File: config.mk
export PLATFORM = sky130hd
export DESIGN_NAME = keypad_emulator
export DESIGN_NICKNAME = d
export VERILOG_FILES = /design/src/rtl/keypad_emulator.sv
export SDC_FILE = /design/constraint.sdc
export NUM_CORES = 1
export LEC_CHECK = 0
export ABC_AREA = 1
export BUFFER_PORTS_ARGS = -buffer_cell sky130_fd_sc_hd__buf_4
export CAP_MARGIN = 20
export CORE_ASPECT_RATIO = 1.2
export CORE_MARGIN = 2
export CORE_UTILIZATION = 36
export DETAILED_ROUTE_END_ITERATION = 16
export PLACE_DENSITY = 0.59
export SKIP_LAST_GASP = 1
export SYNTH_ARGS = -nofsm -noshare
export SYNTH_HDL_FRONTEND = slang
export SYNTH_SLANG_ARGS = --single-unit
File: constraint.sdc
create_clock -name clk -period 2.3 [get_ports clk]
set_clock_uncertainty 0.2 [all_clocks]
set_input_delay 0.575 -clock clk [delete_from_list [all_inputs] [get_ports clk]]
set_output_delay 0.575 -clock clk [all_outputs]
set_load 0.02 [all_outputs]
File: src/rtl/keypad_emulator.sv
// Stands in for a 4x4 matrix keypad: answers the scanner's column drive on the
// row lines as if one key (one hex nibble, or two for a byte) were pressed.
module keypad_emulator #(
  parameter int PRESS_CYCLES   = 5000,
  parameter int RELEASE_CYCLES = 5000,
  parameter int BOUNCE_CYCLES  = 0,
  parameter int BOUNCE_TOGGLE  = 16
) (
  input  logic       clk,
  input  logic       rst,
  input  logic [3:0] col,
  output logic [3:0] fil,
  input  logic [7:0] byte_in,
  input  logic       nibble_mode,
  input  logic       start,
  output logic       busy,
  output logic       done,
  output logic [3:0] key_active
);

  localparam int MAXC = (PRESS_CYCLES > RELEASE_CYCLES) ? PRESS_CYCLES : RELEASE_CYCLES;
  localparam int CW = $clog2(MAXC + 1);
  localparam logic [CW-1:0] P_LAST = CW'(PRESS_CYCLES - 1);
  localparam logic [CW-1:0] R_LAST = CW'(RELEASE_CYCLES - 1);

  typedef enum logic [1:0] {IDLE, PRESS, RELEASE} state_t;

  state_t        state_q;
  logic [CW-1:0] cnt_q;
  logic [3:0]    lo_q;
  logic          pending_q;
  logic [3:0]    key_q;
  logic          busy_q;
  logic          done_q;

  always_ff @(posedge clk or negedge rst) begin
    if (!rst) begin
      state_q   <= IDLE;
      cnt_q     <= '0;
      lo_q      <= 4'h0;
      pending_q <= 1'b0;
      key_q     <= 4'h0;
      busy_q    <= 1'b0;
      done_q    <= 1'b0;
    end else begin
      done_q <= 1'b0;
      case (state_q)
        IDLE: begin
          if (start) begin
            state_q   <= PRESS;
            busy_q    <= 1'b1;
            cnt_q     <= '0;
            lo_q      <= byte_in[3:0];
            pending_q <= ~nibble_mode;
            key_q     <= nibble_mode ? byte_in[3:0] : byte_in[7:4];
          end
        end
        PRESS: begin
          if (cnt_q == P_LAST) begin
            state_q <= RELEASE;
            cnt_q   <= '0;
          end else begin
            cnt_q <= cnt_q + 1'b1;
          end
        end
        RELEASE: begin
          if (cnt_q == R_LAST) begin
            cnt_q <= '0;
            if (pending_q) begin
              state_q   <= PRESS;
              key_q     <= lo_q;
              pending_q <= 1'b0;
            end else begin
              state_q <= IDLE;
              busy_q  <= 1'b0;
              done_q  <= 1'b1;
            end
          end else begin
            cnt_q <= cnt_q + 1'b1;
          end
        end
        default: state_q <= IDLE;
      endcase
    end
  end

  // Contact chatters in BOUNCE_TOGGLE-cycle slots at the start of each press.
  logic closed;
  always_comb begin
    closed = 1'b0;
    if (state_q == PRESS) begin
      if (int'(cnt_q) < BOUNCE_CYCLES)
        closed = ((int'(cnt_q) / BOUNCE_TOGGLE) % 2) == 0;
      else
        closed = 1'b1;
    end
  end

  // Physical key position {row, column} of each hex nibble.
  function automatic logic [3:0] key_pos(input logic [3:0] k);
    case (k)
      4'h1:    key_pos = 4'b00_00;
      4'h2:    key_pos = 4'b00_01;
      4'h3:    key_pos = 4'b00_10;
      4'hA:    key_pos = 4'b00_11;
      4'h4:    key_pos = 4'b01_00;
      4'h5:    key_pos = 4'b01_01;
      4'h6:    key_pos = 4'b01_10;
      4'hB:    key_pos = 4'b01_11;
      4'h7:    key_pos = 4'b10_00;
      4'h8:    key_pos = 4'b10_01;
      4'h9:    key_pos = 4'b10_10;
      4'hC:    key_pos = 4'b10_11;
      4'hE:    key_pos = 4'b11_00;
      4'hF:    key_pos = 4'b11_10;
      4'hD:    key_pos = 4'b11_11;
      default: key_pos = 4'b11_01;
    endcase
  endfunction

  logic [1:0] key_row;
  logic [1:0] key_col;
  logic       col_low;

  assign {key_row, key_col} = key_pos(key_q);
  assign col_low = ~col[2'd3 - key_col];

  for (genvar gi = 0; gi < 4; gi++) begin : g_row
    assign fil[3-gi] = ~(closed & col_low & (key_row == 2'(gi)));
  end

  assign busy       = busy_q;
  assign done       = done_q;
  assign key_active = key_q;

endmodule

# [Word level (Yosys, flattened, before mapping)]
# Memory sizes are Yosys's and may differ from the RTL's.
# Cells that the tools add are included.
[totals] out_inout_bits=10 mem_count=1 word_cells=70 rom_bits=64 regBits=26
[classes] order_cmp=1 n_bitwise=11 reduce_logical=11 addsub=2 muxes=26 eq_ne=11
[mem_list] memory="(no name shown)" words=16 word_bits=4 rd=1 rd_ports_with_merged_regs=0 wr=0 line_no="101" rtl="case (k)"
[ops] operator="13-bit 2-to-1 mux" count=2
[ops] operator="13-bit one-hot mux with 2 select lines" count=1
[ops] operator="4-bit 2-to-1 mux" count=4
[ops] operator="13-bit by 1-bit adder with 13-bit output, second input constant" count=1
[ops] operator="13-bit equality test, second input constant" count=1
[ops] operator="1-bit 2-to-1 mux" count=11
[ops] operator="2-bit != test, second input constant" count=5
[ops] operator="4-bit one-hot mux with 2 select lines" count=1
[ops] operator="4-bit AND reduction" count=2
[ops] operator="2-bit equality test, second input constant" count=3
[ops] operator="2-bit 2-to-1 mux" count=3
[ops] operator="1-bit NOT" count=6
[ops] operator="2-bit one-hot mux with 3 select lines" count=1
[ops] operator="3-bit AND reduction" count=2
[ops] operator="1-bit AND" count=5
[ops] operator="2-bit by 1-bit equality test with 1-bit output, second input constant" count=2
[ops] operator="2-bit zero test" count=2
[ops] operator="1-bit one-hot mux with 2 select lines" count=2
[ops] operator="2-bit AND reduction" count=2
[ops] operator="2-bit nonzero test" count=2
[ops] operator="2-bit by 3-bit < comparator with 1-bit output, second input constant" count=1
[ops] operator="1-bit binary-select mux with 2-bit select" count=1
[ops] operator="2-bit OR reduction" count=1
[ops] operator="2-bit subtractor, first input constant" count=1

# [Longest topological paths before layout]
# An unclocked memory read counts as a cell.
[depth] ltp_word=8 depth_mapped=9 mapped_depth_nobuf=8

# [Worst setup path after synthesis]
# Ideal clock, no wire load.
[synth_timing] path_kind="reg-to-output" start="register key_q[1], in the netlist key_active[1]" end="output port fil[1]" stages_incl_launch_ff=7 path_slack_ns=0.177 required_time_ns=1.525 arrival_ns=1.348 cell_sequence="dfrtp_1 nand2_1 nand2_1 o21ai_0 nand2_1 inv_1 nand4_1"
[synth_between] elab_chain_len=8 elab_cells_between_ends=9 classes_between="add/sub (1); eq/ne (1); mux (2); bitwise (4); memory (1)"
[synth_rtl] item="start, declared" line_no="32" rtl="logic [3:0] key_q;"
[synth_rtl] item="start signal, assigned" line_no="55" rtl="key_q <= nibble_mode ? byte_in[3:0] : byte_in[7:4];"
[synth_rtl] item="start signal, assigned" line_no="71" rtl="key_q <= lo_q;"
[synth_rtl] item="memory 16 x 4 bit *"
[synth_rtl] item="2-bit subtractor" line_no="126" rtl="assign col_low = ~col[2'd3 - key_col];"
[synth_rtl] item="1-bit binary-select mux with 2-bit select" line_no="126"
[synth_rtl] item="1-bit 2-to-1 mux (not written as such)" line_no="126"
[synth_rtl] item="1-bit NOT" line_no="126"
[synth_rtl] item="1-bit AND" line_no="129" rtl="assign fil[3-gi] = ~(closed & col_low & (key_row == 2'(gi)));"
[synth_rtl] item="1-bit AND *" line_no="129"
[synth_rtl] item="1-bit NOT *" line_no="129"
[synth_rtl] item="end, declared" line_no="12" rtl="output logic [3:0] fil,"
# Every way passes the cells marked *; elsewhere a longest branch is shown, timed or not. The select of a mux whose other input is x is not followed.

# [Worst setup path in the final report]
[layout_timing] start="register key_q[3], in the netlist key_active[3]" end="output port fil[3]"
# The elaborated chain is that of the path after synthesis.

==> flow_summary.json <==
{
  "status": "finished, violations left",
  "violations": "hold timing, setup timing",
  "required_ps": 1520,
  "detail-route-antenna-nets": 0,
  "cts_tree": "done",
  "critPathLaunchType": "flip-flop",
  "gp_congestion": 0.818,
  "final_max_slew_viol_count": 0,
  "vias_per_cell": 4.79,
  "drive_above_1_share_pct": 28.4,
  "multiInputGateArea_sq_mm": 0.00110,
  "port_buffers": 25,
  "cp_common_cell": "nand2_2",
  "grt_max_degree": 27,
  "hold_violations": 15,
  "p_leak_nw": 1.10,
  "cts_buffer_depth": 2,
  "crit_chain": "inv_2 > nand2_2 > nand2_2 > nand3_2 > nand2_2 > inv_1 > nand3_2 > nand4_1 > buf_6",
  "ys_top_cells_by_count": "80 x nand2_1, 28 x inv_1, 27 x nor2_1",
  "route.detailed.drc": 0,
  "setup_viol": 1,
  "nets": 315,
  "initialDrtViolationCount": 31,
  "syn-cell-area_sq_mm": 0.00180,
  "final_cells": 352,
  "r2r-start": "state_q[0]",
  "yosys.cell_count.top_type": "nand2_1",
  "syn_avg_cell_area_sq_um": 6.95,
  "seq_area_sq_um": 653,
  "grt_pass1_vias": 1553,
  "synthesis.nets": 281,
  "cts_hold_buf": 0,
  "r2r-end": "cnt_q[4]",
  "die_y_um": 81.4,
  "diodes": 0,
  "hold_path.class": "in -> async",
  "rsz0062_at_grt": "yes",
  "wl_per_cell_um": 11.4,
  "min_period_ps": 2310,
  "p_per_area_mw_per_mm2": 1180,
  "ys_dominant_reg_cell": "dfrtp_1",
  "place_inst": 342,
  "cp.buffers_inverters": 3,
  "fmax_ghz": 0.433,
  "yosysTopAreaCellShare_pct": 36.2,
  "ys_warn_count": 0,
  "slowest_stage": "dfrtp_1",
  "grt_overflow": 0,
  "endpoint_kind": "output pin",
  "via_count": 1685,
  "r2r_slack_ps": 440,
  "finalWorstSetupSlack_ps": -7.34,
  "clk_transition_reported_paths_ps": 90,
  "die_x_um": 68.5,
  "drt-pass1-iter-count": 4,
  "wirelength_mm": 4.00,
  "synth-seq-area-share_pct": 36.2,
  "tightest_slew_ps": 335,
  "finalCritPeriodShare_pct": 100,
  "gr-usage-all-layers_pct": 15.4,
  "critical_path_class": "reg -> out",
  "crit_family": "simple AND/OR/NAND/NOR gates",
  "synthArstFlopShare_pct": 100,
  "rr_worst_depth": 7,
  "synth.top_cells.by_area": "dfrtp_1 36%, nand2_1 17%, inv_1 5.8%",
  "synthCells": 259,
  "fin_tns_setup_ps": -7.34,
  "cpPeakStageDelay_ps": 410,
  "worstPathArrival_ps": 1530,
  "die_area_sq_mm": 0.00558,
  "clk_latency_ps": 270,
  "grt_antenna_before_repair": 0,
  "cp_max_fo": 6,
  "irDropWorstVdd_mv": 0.425,
  "finalHoldWorstSlack_ps": -9.96,
  "initial_utilization_pct": 36.9,
  "slew_headroom_pct": 77.7,
  "ys_seq_elements": 26,
  "htree_levels": 1,
  "core_sq_mm": 0.00487,
  "synth_edf_count": 0,
  "grt_pass1_wl_mm": 6.65,
  "cts_sinks": 26,
  "numCtsBuffers": 3,
  "synth_top_area_cell": "dfrtp_1",
  "maxCapViolations": 0,
  "nFillCells": 478,
  "synth_cell_types": 31,
  "io_pins": 26,
  "hpwl_mm": 2.97,
  "syn_to_final_growth_pct": 26.3,
  "core.rowCount": 28,
  "root_buffer": "clkbuf_8"
}
## layout by cell type (no fill, tap or decap), drive strengths merged, types with 4 or more instances in the layout
cell type	synthesis	layout
buf	3	33
nand4	13	13
a21oi	4	4
nand2	84	84
nor2	37	37
inv	32	32
o21ai	19	19
nand3	21	21
dfrtp	26	26
xor2	5	5
ha	6	6
## stage by stage
stage          utilization, %  cell area (sq um)  total power, mW  setup WS, ps
2_1_floorplan               -               1800             1.68           177
3_3_place_gp             42.2               2060             2.01           173
3_5_place_dp             42.2               2060             2.03           113
4_1_cts                  44.9               2190             2.53          2.89
5_1_grt                  46.7               2270             2.92          -157
6_report                 46.7               2270             2.67         -7.34
## cell families after synthesis
kind of cell | after synthesis | synth area share (%)
and+or+nand+nor | 160 | 41.3
AOI/OAI and AO/OA | 26 | 7.93
DFF | 26 | 36.2
xor gates and xnor gates | 5 | 2.43
buffers and inverters | 36 | 8.00
adders and majority gates | 6 | 4.17
## power by group
part | switching, mW | total (mW) | internal (mW)
Sequential | 0.128 | 0.710 | 0.583
Combinational | 0.967 | 1.58 | 0.613
Clock | 0.150 | 0.383 | 0.233
Total | 1.24 | 2.67 | 1.43
## worst register-to-register path: stages (launching register included)
cell,delay [ps]
dfrtp_1,440
inv_1,90
ha_1,270
a21oi_2,230
buf_4,230
nand2_1,80
xor2_1,170
nor2_2,60
## final cells by class
class	instances	area share [%]
Timing Repair Buffer	33	11.1
Tap cell	60	3.30
Multi-Input combinational cell	197	48.3
Inverter	32	5.40
Clock inverter	1	1.32
Sequential cell	26	28.7
Clock buffer	3	1.82
## state kept, by name, indices dropped and copies added, names as in the netlist
name and count:
busy 1, cnt_q 13, done 1, key_active 4, lo_q 4, pending_q 1, state_q 2
## layer usage
metal  global-route usage [%]  vias up  part of all wire [%]
met1                     19.0      767                    46
li1                         -      893                     -
met4                     4.20        0                  0.73
met3                     1.37        2                   2.5
met2                     28.2       23                    50
met5                        0        -                     0
## repair_timing
action                     CTS  global route
setup endpoints to repair    4             4
pin swaps                    1             9
buffers inserted             4             2
resized for setup           13            17
## worst max-delay path by stage
stage                   from  endpoint  slack, ps  cells past startpoint
2_1_floorplan  key_active[1]    fil[1]        180                      6
3_3_place_gp   key_active[1]    fil[1]        170                      7
3_5_place_dp   key_active[1]    fil[1]        110                      7
4_1_cts        key_active[0]    fil[2]          3                      9
5_1_grt        key_active[3]    fil[3]       -160                      9
6_report       key_active[3]    fil[3]         -7                      9
Power figures use the tool's default switching activity.
